--- src/rtl/nes_pll_reset_ctrl.sv ---
// rtl/nes_pll_reset_ctrl.sv - PLL reset/lock sequencer that gates the NES core reset
module nes_pll_reset_ctrl #(
  parameter int PLL_RST_CYCLES     = 16,
  parameter int LOCK_TIMEOUT       = 65536,
  parameter int LOCK_STABLE_CYCLES = 256,
  parameter int MAX_RETRIES        = 4
) (
  input  logic       clk_i,
  input  logic       rst_i,
  input  logic       pll_locked_i,
  input  logic       restart_i,
  output logic       pll_rst_o,
  output logic       sys_rst_o,
  output logic       ready_o,
  output logic       fail_o,
  output logic [3:0] retry_count_o,
  output logic [7:0] lock_lost_count_o
);

  localparam int CNT_MAX_A = (PLL_RST_CYCLES > LOCK_STABLE_CYCLES) ? PLL_RST_CYCLES
                                                                   : LOCK_STABLE_CYCLES;
  localparam int CNT_MAX   = (LOCK_TIMEOUT > CNT_MAX_A) ? LOCK_TIMEOUT : CNT_MAX_A;
  localparam int CNT_W     = (CNT_MAX > 2) ? $clog2(CNT_MAX) : 1;

  localparam logic [CNT_W-1:0] RST_LAST     = CNT_W'(PLL_RST_CYCLES - 1);
  localparam logic [CNT_W-1:0] TIMEOUT_LAST = CNT_W'(LOCK_TIMEOUT - 1);
  localparam logic [CNT_W-1:0] STABLE_LAST  = CNT_W'(LOCK_STABLE_CYCLES - 1);
  localparam logic [3:0]       RETRY_LIMIT  = 4'(MAX_RETRIES);

  typedef enum logic [2:0] {
    ST_PLL_RST,
    ST_WAIT_LOCK,
    ST_STABLE,
    ST_RUN,
    ST_FAIL
  } state_e;

  state_e           state_q, state_d;
  logic [CNT_W-1:0] cnt_q, cnt_d;
  logic [3:0]       retry_q, retry_d;
  logic [7:0]       lost_q, lost_d;
  logic [1:0]       sync_q;
  logic             pll_rst_q, pll_rst_d;
  logic             sys_rst_q, sys_rst_d;
  logic             ready_q, ready_d;
  logic             fail_q, fail_d;
  logic             lock_s;

  // LOCKED comes from the PLL domain; two flops before anything looks at it.
  assign lock_s = sync_q[1];

  always_comb begin
    state_d = state_q;
    cnt_d   = cnt_q;
    retry_d = retry_q;
    lost_d  = lost_q;

    if (restart_i) begin
      state_d = ST_PLL_RST;
      cnt_d   = '0;
      retry_d = '0;
    end else begin
      case (state_q)
        ST_PLL_RST: begin
          if (cnt_q == RST_LAST) begin
            state_d = ST_WAIT_LOCK;
            cnt_d   = '0;
          end else begin
            cnt_d = cnt_q + CNT_W'(1);
          end
        end
        ST_WAIT_LOCK: begin
          if (lock_s) begin
            state_d = ST_STABLE;
            cnt_d   = '0;
          end else if (cnt_q == TIMEOUT_LAST) begin
            retry_d = retry_q + 4'd1;
            cnt_d   = '0;
            state_d = (retry_q + 4'd1 == RETRY_LIMIT) ? ST_FAIL : ST_PLL_RST;
          end else begin
            cnt_d = cnt_q + CNT_W'(1);
          end
        end
        ST_STABLE: begin
          if (!lock_s) begin
            state_d = ST_WAIT_LOCK;
            cnt_d   = '0;
          end else if (cnt_q == STABLE_LAST) begin
            state_d = ST_RUN;
            cnt_d   = '0;
            retry_d = '0;
          end else begin
            cnt_d = cnt_q + CNT_W'(1);
          end
        end
        ST_RUN: begin
          retry_d = '0;
          if (!lock_s) begin
            state_d = ST_PLL_RST;
            cnt_d   = '0;
            lost_d  = (lost_q == 8'hFF) ? lost_q : lost_q + 8'd1;
          end
        end
        ST_FAIL: begin
          state_d = ST_FAIL;
        end
        default: begin
          state_d = ST_PLL_RST;
          cnt_d   = '0;
        end
      endcase
    end

    // Outputs are decoded from the next state so they settle on the same edge.
    pll_rst_d = (state_d == ST_PLL_RST) || (state_d == ST_FAIL);
    sys_rst_d = (state_d != ST_RUN);
    ready_d   = (state_d == ST_RUN);
    fail_d    = (state_d == ST_FAIL);
  end

  always_ff @(posedge clk_i) begin
    if (rst_i) begin
      state_q   <= ST_PLL_RST;
      cnt_q     <= '0;
      retry_q   <= '0;
      lost_q    <= '0;
      sync_q    <= '0;
      pll_rst_q <= 1'b1;
      sys_rst_q <= 1'b1;
      ready_q   <= 1'b0;
      fail_q    <= 1'b0;
    end else begin
      state_q   <= state_d;
      cnt_q     <= cnt_d;
      retry_q   <= retry_d;
      lost_q    <= lost_d;
      sync_q    <= {sync_q[0], pll_locked_i};
      pll_rst_q <= pll_rst_d;
      sys_rst_q <= sys_rst_d;
      ready_q   <= ready_d;
      fail_q    <= fail_d;
    end
  end

  assign pll_rst_o         = pll_rst_q;
  assign sys_rst_o         = sys_rst_q;
  assign ready_o           = ready_q;
  assign fail_o            = fail_q;
  assign retry_count_o     = retry_q;
  assign lock_lost_count_o = lost_q;

endmodule

--- config.mk ---
export PLATFORM = sky130hd
export DESIGN_NAME = nes_pll_reset_ctrl
export DESIGN_NICKNAME = d
export VERILOG_FILES = /design/src/rtl/nes_pll_reset_ctrl.sv
export SDC_FILE = /design/constraint.sdc
export NUM_CORES = 1
export LEC_CHECK = 0
export CORE_MARGIN = 2
export CORE_UTILIZATION = 51
export DETAILED_ROUTE_END_ITERATION = 10
export PLACE_DENSITY = 0.73
export SYNTH_ARGS = -nofsm -noshare
export SYNTH_HDL_FRONTEND = slang
export SYNTH_SLANG_ARGS = --single-unit
--- constraint.sdc ---
create_clock -name clk_i -period 2.8 [get_ports clk_i]
set_input_delay 0.56 -clock clk_i [delete_from_list [all_inputs] [get_ports clk_i]]
set_output_delay 0.56 -clock clk_i [all_outputs]
set_load 0.02 [all_outputs]
==> qor_table.md <==
| Stage | Quantity | This run |
|:---|:---|:---|
| routing | Number of search-and-repair iterations in the first detailed-routing pass | 4 |
| synth | Post-synth top flop | sky130_fd_sc_hd__dfxtp_1 |
| cells and area | Share of layout cells above drive strength 1 | 0.0702 |
| placement | Detail Placement HPWL | 2630 um |
| synth | Synth Warn # | 0 |
| grt | Fraction of met2 tracks used by global routing | 0.313 |
| synth | Main combinational cell family by area after synthesis | simple AND/OR/NAND/NOR gates |
| min path | Hold endpoint | sync_q[1] |
| pwr | Portion of total power attributed to sequential cells | 0.608 |
| clocking | Insertion delay of the later-clocked pin in the worst-skew pair | 0.35 ns |
| worst setup path | Worst-path fanout max | 14 |
| grt | Pin count of the biggest net entering global routing | 15 |
| floorplan | I/O pin total | 20 |
| clocking | Max Buffers Root-to-Sink | 2 |
| min path | Worst min-delay path category | flip-flop to flip-flop |
| placement | Count of port buffers added during placement | 19 |
| routing | Total wirelength of the detailed-routed design | 3630 um |
| cells and area | FF/Latch Area | 741 sq um |
| synth | Count of distinct cell types in the synthesized netlist | 41 |
| run | Reported max-cap violation count | 0 |
| clocking | Clock tree from TritonCTS | built |
| floorplan | Area of the die | 4080 sq um |
| sta | Setup slack of the critical path after layout | 0.576 ns |
| synth | XOR/XNOR Fraction of Synth Area | 0.0814 |
| synth | Part of the Yosys area used for sequential elements | 0.405 |
| worst setup path | Critical path arrival | 2.46 ns |
| synth | Post-Synth Simple-Gate Area | 0.324 |
| pwr | Reported net switching power | 191 uW |
| sta | Post-Route Skew | 0.0111 ns |
| min path | Beginning of the worst hold path | sync_q[0] |
| clocking | Post-cts gate resize count | 0 |
| pwr | Worst-case vdd ir drop | 0.282 mV |
| outcome | Outcome | completed |
| grt | First-pass GRT wire length | 6600 um |
| grt | Most used routing layer | met2 |
| synth | Share of synthesized registers carrying an async set or reset | 0 |
| sta | Period utilisation layout | 0.794 |
| cells and area | Antenna diodes | 0 |
| cells and area | Synth-to-Final Area Change | 16.6% |
| synth | Post-Synthesis Mean Instance Area | 8.35 sq um |
| synth | Nets in the synthesized netlist | 227 |
| grt | Met1 global-route usage | 0.267 |
| pwr | Net switching share of the total power | 0.218 |
| cells and area | Number of fill cells in the layout | 285 |
| synth | Arithmetic-cell share of the synthesized area counting full adders, half adders and majority gates | 0.0274 |
| synth | Compound-Gate Fraction of Synth Area | 0.118 |
| routing | Number of nets with antenna violations after routing | 0 |
| placement | Placer's final routability congestion estimate | 0.858 |
| pwr | Total power | 875 uW |
| sta | RSZ-0062 raised after global routing | false |
| floorplan | Number of placement rows | 21 |
| synth | Flop and latch count out of synthesis | 37 |
| floorplan | Starting Density | 0.540 |
| synth | EDFF count, synth | 0 |
| worst setup path | Required time reported for the critical path endpoint | 3.03 ns |
| cells and area | Count of nets after finishing | 249 |
| worst setup path | Worst Setup End Kind | flip-flop |
| floorplan | Die boundary height | 63.9 um |
| worst setup path | Critical path class | flip-flop to flip-flop |
| pwr | Portion of total power attributed to combinational logic | 0.026 |
| cells and area | Multi-input gate area | 1040 sq um |
| routing | Number of remaining DRC errors | 0 |
| grt | Met3 Track Usage GR | 0.0616 |
| worst setup path | Length in cells of the worst reg-to-reg path | 5 |
| pwr | Cell area power density | 411 nW/um^2 |
| worst setup path | Capture instance of the worst register-to-register path | cnt_q[3] |
| sta | Worst Tran Pin Value | 0.759 ns |
| sta | Total of endpoints with negative setup slack in the final report | 0 |
| pwr | Clock group share of total power | 0.366 |
| clocking | Clock tree root driver cell | sky130_fd_sc_hd__clkbuf_4 |
| routing | Via/cell ratio | 5.54 |
| routing | Routed wire length per instance | 12.6 um |
| grt | Number of antenna violations at the first check in global routing | 0 |
| sta | Crit path time final | 2.22 ns |
| worst setup path | Beginning of the worst register-to-register path | cnt_q[12] |
| clocking | Hold-fix buffers at CTS | 0 |
| floorplan | Die Wd | 63.9 um |
| routing | Starting DRC count in detailed routing | 129 |
| worst setup path | Critical Path Start Type | flip-flop |
| clocking | Number of clock sinks | 37 |
| grt | Number of global-route vias before repair | 1,482 |
| sta | Hold_ws | 0.470 ns |
| sta | Top achievable clock speed | 450 MHz |
| min path | Hold Crit Depth | 1 |
| clocking | Clock slew seen by the registers of the worst setup and hold paths | 0.11 ns |
| sta | Worst relative slew slack | 0.489 |
| clocking | Number of CTS-inserted buffers | 5 |
| grt | Global router's overall resource usage | 0.205 |
| routing | Via total after detailed routing | 1,596 |
| worst setup path | Slack of the worst reg-to-reg path | 0.58 ns |
| clocking | Deepest level of the CTS H-tree | 2 |
| sta | Number of failing hold endpoints at the final stage | 0 |
| pwr | Internal cell power | 684 uW |
| clocking | # Post-CTS Setup Buffers | 0 |
| pwr | Leak | 0.000681 uW |
| sta | Final max-slew violation count | 0 |
| grt | GRT Residual Overflow | 0 |
| floorplan | Core ar. | 3390 sq um |
| synth | Post-synthesis instance area | 1830 sq um |
| placement | Worst setup slack before clock tree synthesis | 0.619 ns |
| synth | Proportion of synthesized area in mux cells | 0.0164 |
| sta | Total negative setup slack | 0 ns |
| synth | Syn Inst Count | 219 |
-- layout make-up --
cell class                 instances  share of cell area
clock buffer                       7              0.0305
clock inverter                     1             0.00235
inverter                           6              0.0106
multi-input combinational        170               0.486
sequential                        37               0.347
tap                               46              0.0270
timing repair buffer              21              0.0962
-- stage by stage --
| stage | cell area (sq um) | instances | utilization |
|---|---|---|---|
| global route | 2130 | 288 | 0.629 |
| finish | 2130 | 288 | 0.629 |
| detailed placement | 2060 | 280 | 0.608 |
| floorplan | 1830 | 219 | - |
| CTS | 2130 | 288 | 0.629 |
| global placement | 2060 | 280 | 0.608 |
-- synthesized netlist by cell type, drive strengths merged, types with 2 or more instances --
| cell | count | area share |
|---|---|---|
| dfxtp | 37 | 0.40 |
| nor2 | 26 | 0.053 |
| nand2 | 19 | 0.039 |
| nand3 | 14 | 0.041 |
| a21oi | 13 | 0.036 |
| xnor2 | 13 | 0.062 |
| nor3 | 10 | 0.027 |
| o21ai | 10 | 0.027 |
| nand4 | 8 | 0.027 |
| inv | 6 | 0.012 |
| or4 | 6 | 0.027 |
| clkbuf | 5 | 0.010 |
| nand2b | 5 | 0.017 |
| or3 | 5 | 0.017 |
| ha | 4 | 0.027 |
| nor4 | 4 | 0.014 |
| xor2 | 4 | 0.019 |
| mux2i | 3 | 0.016 |
| nor2b | 3 | 0.010 |
| nand4b | 2 | 0.0096 |
| nor3b | 2 | 0.0082 |
| o2111ai | 2 | 0.0096 |
| or2 | 2 | 0.0068 |
-- critical path, cell delays in order (launching register included) --
cell and delay, ns:
sky130_fd_sc_hd__dfxtp_1 0.40, sky130_fd_sc_hd__or4_1 0.54, sky130_fd_sc_hd__or4_4 0.58, sky130_fd_sc_hd__nand3_2 0.11, sky130_fd_sc_hd__a41o_2 0.37, sky130_fd_sc_hd__nor2_1 0.08
-- layer usage --
metal / wire length (um) / up-vias
met5: 0 / -
met4: 68 / 0
met3: 113 / 8
met2: 1620 / 21
met1: 1830 / 735
li1: - / 832
-- worst max-delay path by stage --
stage | startpoint | cells after the start | end
2_1_floorplan | cnt_q[12] | 6 | cnt_q[15]
3_3_place_gp | cnt_q[12] | 5 | cnt_q[11]
3_5_place_dp | cnt_q[12] | 5 | cnt_q[4]
4_1_cts | cnt_q[12] | 5 | cnt_q[3]
5_1_grt | cnt_q[0] | 6 | cnt_q[3]
6_report | cnt_q[12] | 5 | cnt_q[3]
-- power by group through the flow --
stage | Sequential (uW) | Combinational, uW | Clock [uW]
final | 532 | 22.3 | 321
after detailed placement | 544 | 22.4 | 0
after global routing | 533 | 24.1 | 353
after global placement | 544 | 22.0 | 0
after CTS | 532 | 22.4 | 330
after floorplan | 543 | 14.1 | 0
-- sequential cells by signal, summed over array words and instances, names as in the netlist --
name and count:
sys_rst_o 1, retry_count_o 4, pll_rst_o 1, fail_o 1
ready_o 1, sync_q 2, state_q 3, cnt_q 16
lock_lost_count_o 8
-- cell usage in the layout (no fill, tap or decap), types with 3 or more instances in the layout --
cell type / Yosys / final
sky130_fd_sc_hd__nor2_1: 26 / 26
sky130_fd_sc_hd__or4_1: 5 / 5
sky130_fd_sc_hd__inv_1: 6 / 6
sky130_fd_sc_hd__ha_1: 4 / 4
sky130_fd_sc_hd__mux2i_1: 3 / 3
sky130_fd_sc_hd__nand3_1: 13 / 13
sky130_fd_sc_hd__or3_1: 5 / 5
sky130_fd_sc_hd__xnor2_1: 13 / 13
sky130_fd_sc_hd__nor2b_1: 3 / 3
sky130_fd_sc_hd__nor4_1: 4 / 4
sky130_fd_sc_hd__xor2_1: 4 / 4
sky130_fd_sc_hd__clkbuf_4: 0 / 5
sky130_fd_sc_hd__nand4_1: 8 / 8
sky130_fd_sc_hd__nand2b_1: 5 / 5
sky130_fd_sc_hd__a21oi_1: 13 / 13
sky130_fd_sc_hd__dfxtp_1: 37 / 37
sky130_fd_sc_hd__nor3_1: 10 / 10
sky130_fd_sc_hd__clkdlybuf4s50_1: 0 / 19
sky130_fd_sc_hd__o21ai_0: 10 / 10
sky130_fd_sc_hd__nand2_1: 19 / 19
-- cell families (layout without fill, tap and decap cells) --
| logic type | Yosys count | in the layout |
|---|---|---|
| xor+xnor | 17 | 17 |
| buf+inv | 12 | 35 |
| fa+ha+maj | 4 | 4 |
| flops | 37 | 37 |
| mux | 3 | 3 |
| simple gates | 112 | 112 |
| compound gates | 34 | 34 |
(Power assumes the default switching activity.)
